### src/rtl/gray_pkg.sv
// gray_pkg: shared Gray-code conversion helpers and width limits.
package gray_pkg;
    localparam int MAX_WIDTH = 32;

    // Operate at the maximum width; zero-extended inputs convert correctly at any narrower width.
    function automatic logic [MAX_WIDTH-1:0] bin2gray(input logic [MAX_WIDTH-1:0] b);
        return b ^ (b >> 1);
    endfunction

    function automatic logic [MAX_WIDTH-1:0] gray2bin(input logic [MAX_WIDTH-1:0] g);
        logic [MAX_WIDTH-1:0] b;
        b = g;
        for (int i = MAX_WIDTH - 2; i >= 0; i--) b[i] = b[i+1] ^ g[i];
        return b;
    endfunction
endpackage

### src/rtl/gray_to_bin.sv
// gray_to_bin: combinational reflected-Gray to binary decoder.
module gray_to_bin
    import gray_pkg::*;
#(
    parameter int WIDTH = 4
) (
    input  logic [WIDTH-1:0] gray,
    output logic [WIDTH-1:0] bin
);
    assign bin = WIDTH'(gray2bin(MAX_WIDTH'(gray)));
endmodule

### src/rtl/gray_counter.sv
// gray_counter: up/down loadable counter whose only state is a Gray-code register.
module gray_counter
    import gray_pkg::*;
#(
    parameter int WIDTH = 4
) (
    input  logic             clk,
    input  logic             rst,
    input  logic             en,
    input  logic             up,
    input  logic             load,
    input  logic [WIDTH-1:0] load_bin,
    output logic [WIDTH-1:0] gray,
    output logic [WIDTH-1:0] bin,
    output logic             wrap
);
    logic [WIDTH-1:0] step;
    logic             at_edge;

    // The same decode drives both the bin output and next-state arithmetic.
    gray_to_bin #(.WIDTH(WIDTH)) u_dec (.gray(gray), .bin(bin));

    always_comb begin
        step    = up ? bin + 1'b1 : bin - 1'b1;
        at_edge = up ? &bin : ~|bin;
    end

    always_ff @(posedge clk) begin
        if (rst) begin
            gray <= '0;
            wrap <= 1'b0;
        end else if (load) begin
            gray <= WIDTH'(bin2gray(MAX_WIDTH'(load_bin)));
            wrap <= 1'b0;
        end else if (en) begin
            gray <= WIDTH'(bin2gray(MAX_WIDTH'(step)));
            wrap <= at_edge;
        end else begin
            wrap <= 1'b0;
        end
    end
endmodule

### config.mk
export PLATFORM = sky130hd
export DESIGN_NAME = gray_counter
export DESIGN_NICKNAME = d
export VERILOG_FILES = /design/src/rtl/gray_pkg.sv /design/src/rtl/gray_to_bin.sv /design/src/rtl/gray_counter.sv
export SDC_FILE = /design/constraint.sdc
export NUM_CORES = 1
export LEC_CHECK = 0
export ABC_AREA = 1
export ABC_CLOCK_PERIOD_IN_PS = 2000
export BUFFER_PORTS_ARGS = -buffer_cell sky130_fd_sc_hd__buf_2
export CAP_MARGIN = 0
export CORE_AREA = 2 2 39 41
export CTS_CLUSTER_DIAMETER = 120
export DETAILED_ROUTE_END_ITERATION = 7
export DIE_AREA = 0 0 41 43
export PLACE_DENSITY = 0.65
export SLEW_MARGIN = 20
export SYNTH_ARGS = -nofsm -noshare
export SYNTH_HDL_FRONTEND = slang
export SYNTH_SLANG_ARGS = --single-unit
### constraint.sdc
create_clock -name clk -period 2 [get_ports clk]
set_clock_uncertainty 0.2 [all_clocks]
set_input_delay 0.3 -clock clk [delete_from_list [all_inputs] [get_ports clk]]
set_output_delay 0.3 -clock clk [all_outputs]
set_load 0.01 [all_outputs]
==> results.md <==
- The endpoint identified for the worst register-to-register timing path is gray[2].
- The clock latency reported for the late side of the worst-skew pair is 240 ps.
- The mean area per synthesized cell is 6.770 µm².
- Setup repair after global routing could not meet its margin everywhere.
- The dominant cell by count in the synthesized netlist is sky130_fd_sc_hd__nand2_1.
- After Yosys synthesis, XOR and XNOR cells account for 7.089% of the synthesized area.
- The worst max-slew margin expressed relative to the limit is 85.02%.
- Per report_power, the combinational group accounts for 69.2% of the total.
- The cell depth of the worst min-delay path is 2.
- For this design, the slowest cell found on the critical path is sky130_fd_sc_hd__dfxtp_2.
- The max-capacitance violation count is 0.
- By area the synthesized netlist is led by sky130_fd_sc_hd__dfxtp_1 (20%), sky130_fd_sc_hd__nand2_1 (11%), sky130_fd_sc_hd__ha_1 (10%).
- The overall overflow remaining after global route is 0.
- In this run the remaining antenna-violating nets after routing total 0.
- The clock network burns 14.9% of the power.
- The first TritonRoute pass finished after 4 iterations.
- The global routing usage summed across all routing layers is 15.45%.
- The share of synthesized cell area in full adder, half adder and majority cells is 10.13%.
- Derived from the worst setup path, the maximum achievable clock frequency is 498.1 MHz.
- The required time reported for the critical path endpoint is 1500 ps.
- The power consumption is 780.9 µW.
- The count of standard-cell rows is 14.
- The leading register cell type out of synthesis is sky130_fd_sc_hd__dfxtp_1.
- The synthesized netlist devotes 13.42% of its cell area to compound gates.
- The net switching fraction of the power is 41.29%.
- The number of nets in the final layout is 117.
- The synthesized design contains 5 register bits.
- The total leakage power is 0.4123 nW.
- The most critical setup path has its endpoint at bin[0].
- The count of placed standard cells including taps is 108.
- Once placement finished, the instance area stood at 661.9 µm².
- The critical path starts at gray[2].
- The share of cell area taken by muxes after synthesis is 0%.
- The clock tree root buffer cell is sky130_fd_sc_hd__clkbuf_4.
- The area of the core region is 1384 µm².
- STA classifies the critical path endpoint as a primary output.
- The routability congestion estimate from global placement is 0.7308.
- The number of library cell types mapped by synthesis is 21.
- The final reports fail on negative setup slack.
- The floorplan die area is 1763 µm².
- The flow ran to the end, but the final reports show violations.
- Setup violations remaining at the end of the flow were counted as 2.
- The worst path uses 100.4% of the clock period.
- The HPWL after detailed placement is 914 µm.
- Counting every net in the synthesized netlist gives 86.
- For this block, the routed nets add up to 1198 µm of wire.
- The clock tree from TritonCTS is yes.
- The yosys synthesis warning count is 0.
- The number of clock sinks seen by CTS is 5.
- The area overhead of the layout relative to synthesis is 56.46%.
- Of the post-synthesis cell area, the dominant cell type holds 20.25%.
- The arrival time at the worst endpoint is 1510 ps.
- The largest single stage delay on the critical path is 330 ps.
- After the first detailed-routing iteration, the DRC count stood at 6.
- The final hold violation count is 0.
- Dividing the detail-routed via count by the number of cells gives 4.748.
- The nature of the critical path startpoint is a flop.
- After synthesis, the largest family of logic cells by area is simple AND/OR/NAND/NOR gates.
- Counting the buffers created by CTS gives 3.
- After synthesis the cells add up to 494.2 µm².
- In this run the worst path has a maximum fanout of 3.
- After clock tree synthesis, the clock-pin slew on the worst setup and hold paths is 40 ps.
- After Yosys synthesis, and, or, nand and nor cells account for 36.20% of the synthesized area.
- In this run the critical register-to-register path is launched from gray[2].
- The library cell with the largest summed area after synthesis is sky130_fd_sc_hd__dfxtp_1.
- The initial antenna violation count is 0.
- The total I/O pin count is 18.
- The internal reg-to-reg setup slack is 0 ps.
- The final route contains 565 vias.
- The number of max-slew violations in the final report is 0.
- Ranked by instance count, the synthesized netlist is headed by sky130_fd_sc_hd__nand2_1 (14), sky130_fd_sc_hd__inv_1 (11), sky130_fd_sc_hd__nand3_1 (6).
- The analysis attributes to net switching a power of 322.5 µW.
- In this run, synthesis inferred 0 flip-flops with an integrated enable.
- The maximum number of pins on one net before global-route repair is 8.
- Counting cells, the worst reg-to-reg path comes to 13.
- IR analysis of the VDD net gives a maximum drop of 0.0003549 V.
- No sink is reached through more buffers than the 2 on the longest clock path.
- From left edge to right edge, the die measures 41 µm.
- The fraction of layout instances using a drive strength above 1 is 54.37%.
- Synthesis produced a netlist whose cell count is 73.
- The setup slack after layout is -7.754 ps.
- The share of total power in sequential cells is 15.9%.
- The fill cell total of the finished layout is 142.
- From bottom edge to top edge, the die measures 43 µm.
- The share of synthesized area occupied by flip-flops and latches is 20.25%.
- The signal on the critical path passes through xnor2_2 > inv_2 > ha_4 > inv_4 > buf_6 > nand2_4 > nand2_4 > buf_6.
- CTS built an H-tree with a depth of 1.
- The async set-reset flop share out of synthesis is 0%.
- In this run, post-CTS hold repair placed 0 buffers.
- The cell family contributing the most delay on the critical path is buffers and inverters.
- The measured slew at the worst slew-check pin is 224.7 ps.
- The internal power of the cells totals 458.4 µW.
- The initial utilization of the core area, before any placement, comes to 35.71%.
- At the end of the flow the core is filled with cells to 55.88%.
- The number of port buffers is 17.
- On the final layout, the worst hold slack is 69.44 ps.
- The class of the most critical hold timing path is in -> reg.
- The shortest period the worst path allows is 2008 ps.
- The worst path buffer plus inverter count is 4.
- The number of remaining DRC errors is 0.
- After the flow finishes, the layout carries non-filler instances totaling 119.
- The critical path is of the reg -> out type.
- Dividing the detail-routed wire length by the instance count gives 10.07 µm.
- The wire length of the first global-routing pass is 1828 µm.
- The total number of cells along the worst setup path is 8.
- The count of inserted antenna diode cells is 0.
- The number of global-route vias before repair is 470.
- The total non-filler cell area in the finished layout is 773.2 µm².
- The total power density per cell area is 1010 nW/µm².
-- sequential cells by signal, summed over array words and instances, names as in the netlist --
register and count:
gray 4, wrap 1
-- timing repair --
action | 4_1_cts | 5_1_grt
endpoints found under the hold margin | 0 | 0
setup endpoints to repair | 2 | 4
setup buffers | 7 | 0
pin swaps | 4 | 2
gates resized for setup | 3 | 4
cloned | 0 | 0
-- layout by cell type (no fill, tap or decap), types with 2 or more instances in the layout --
| master | synthesis | routed |
|---|---|---|
| sky130_fd_sc_hd__a21oi_1 | 3 | 2 |
| sky130_fd_sc_hd__buf_2 | 0 | 16 |
| sky130_fd_sc_hd__buf_4 | 1 | 8 |
| sky130_fd_sc_hd__buf_6 | 0 | 3 |
| sky130_fd_sc_hd__clkbuf_4 | 0 | 3 |
| sky130_fd_sc_hd__dfxtp_1 | 5 | 3 |
| sky130_fd_sc_hd__ha_1 | 4 | 2 |
| sky130_fd_sc_hd__ha_4 | 0 | 2 |
| sky130_fd_sc_hd__inv_1 | 11 | 9 |
| sky130_fd_sc_hd__inv_2 | 4 | 5 |
| sky130_fd_sc_hd__nand2_1 | 14 | 12 |
| sky130_fd_sc_hd__nand2_2 | 5 | 7 |
| sky130_fd_sc_hd__nand2_4 | 3 | 3 |
| sky130_fd_sc_hd__nand3_1 | 6 | 4 |
| sky130_fd_sc_hd__nand3_2 | 1 | 3 |
| sky130_fd_sc_hd__nor2_1 | 2 | 2 |
| sky130_fd_sc_hd__o21ai_0 | 4 | 4 |
| sky130_fd_sc_hd__xnor2_1 | 3 | 2 |
-- cell families after synthesis --
kind of cell,Yosys count
AND/OR/NAND/NOR,33
buffers and inverters,16
adder cells (fa/ha/maj),4
XOR/XNOR,4
AO/OA/AOI/OAI,11
flip-flops,5
-- power groups by stage --
stage	logic, mW	clock network (mW)	registers (mW)
final	0.540	0.116	0.125
after global routing	0.592	0.128	0.126
after CTS	0.512	0.119	0.124
after detailed placement	0.426	0	0.127
after global placement	0.418	0	0.126
after floorplan	0.299	0	0.134
-- worst min-delay path by stage --
stage,startpoint,to,slack (ps)
floorplan,rst,gray[0],180
global placement,rst,gray[0],310
detailed placement,rst,gray[0],310
finish,rst,gray[0],70
CTS,rst,gray[0],60
global route,rst,gray[0],60
-- through the flow --
stage                     TNS [ps]  worst slack (ps)
final                       -8.345            -7.754
after global routing        -165.2            -86.70
after CTS                   -19.43            -17.87
after detailed placement    -47.23            -47.23
after global placement      -2.824            -2.824
after floorplan                  0             1.071
-- layout make-up --
class	instances	area, µm²	area share, %
Timing Repair Buffer	27	173.9	22.49
Inverter	15	58.81	7.605
Tap cell	16	20.02	2.589
Multi-Input combinational cell	52	389.1	50.32
Sequential cell	5	105.1	13.59
Clock buffer	4	26.28	3.398
-- worst register-to-register path, stage by stage, from the launching register on --
cell	delay [ps]
sky130_fd_sc_hd__dfxtp_2	330
sky130_fd_sc_hd__xnor2_2	180
sky130_fd_sc_hd__inv_2	70
sky130_fd_sc_hd__ha_4	290
sky130_fd_sc_hd__inv_4	40
sky130_fd_sc_hd__ha_4	260
sky130_fd_sc_hd__nand2_2	50
sky130_fd_sc_hd__inv_2	70
sky130_fd_sc_hd__nand2_4	50
sky130_fd_sc_hd__nand3_2	80
sky130_fd_sc_hd__nand2_2	70
sky130_fd_sc_hd__nand2_2	60
sky130_fd_sc_hd__nand3_2	70
sky130_fd_sc_hd__a21oi_2	130
-- routing by layer --
| layer | wire length (µm) | GRT usage [%] |
|---|---|---|
| met3 | 54 | 4.712 |
| met2 | 607 | 25.00 |
| met1 | 535 | 17.95 |
| met4 | 0 | 6.000 |
| met5 | 0 | 0 |
(Power assumes the default switching activity.)
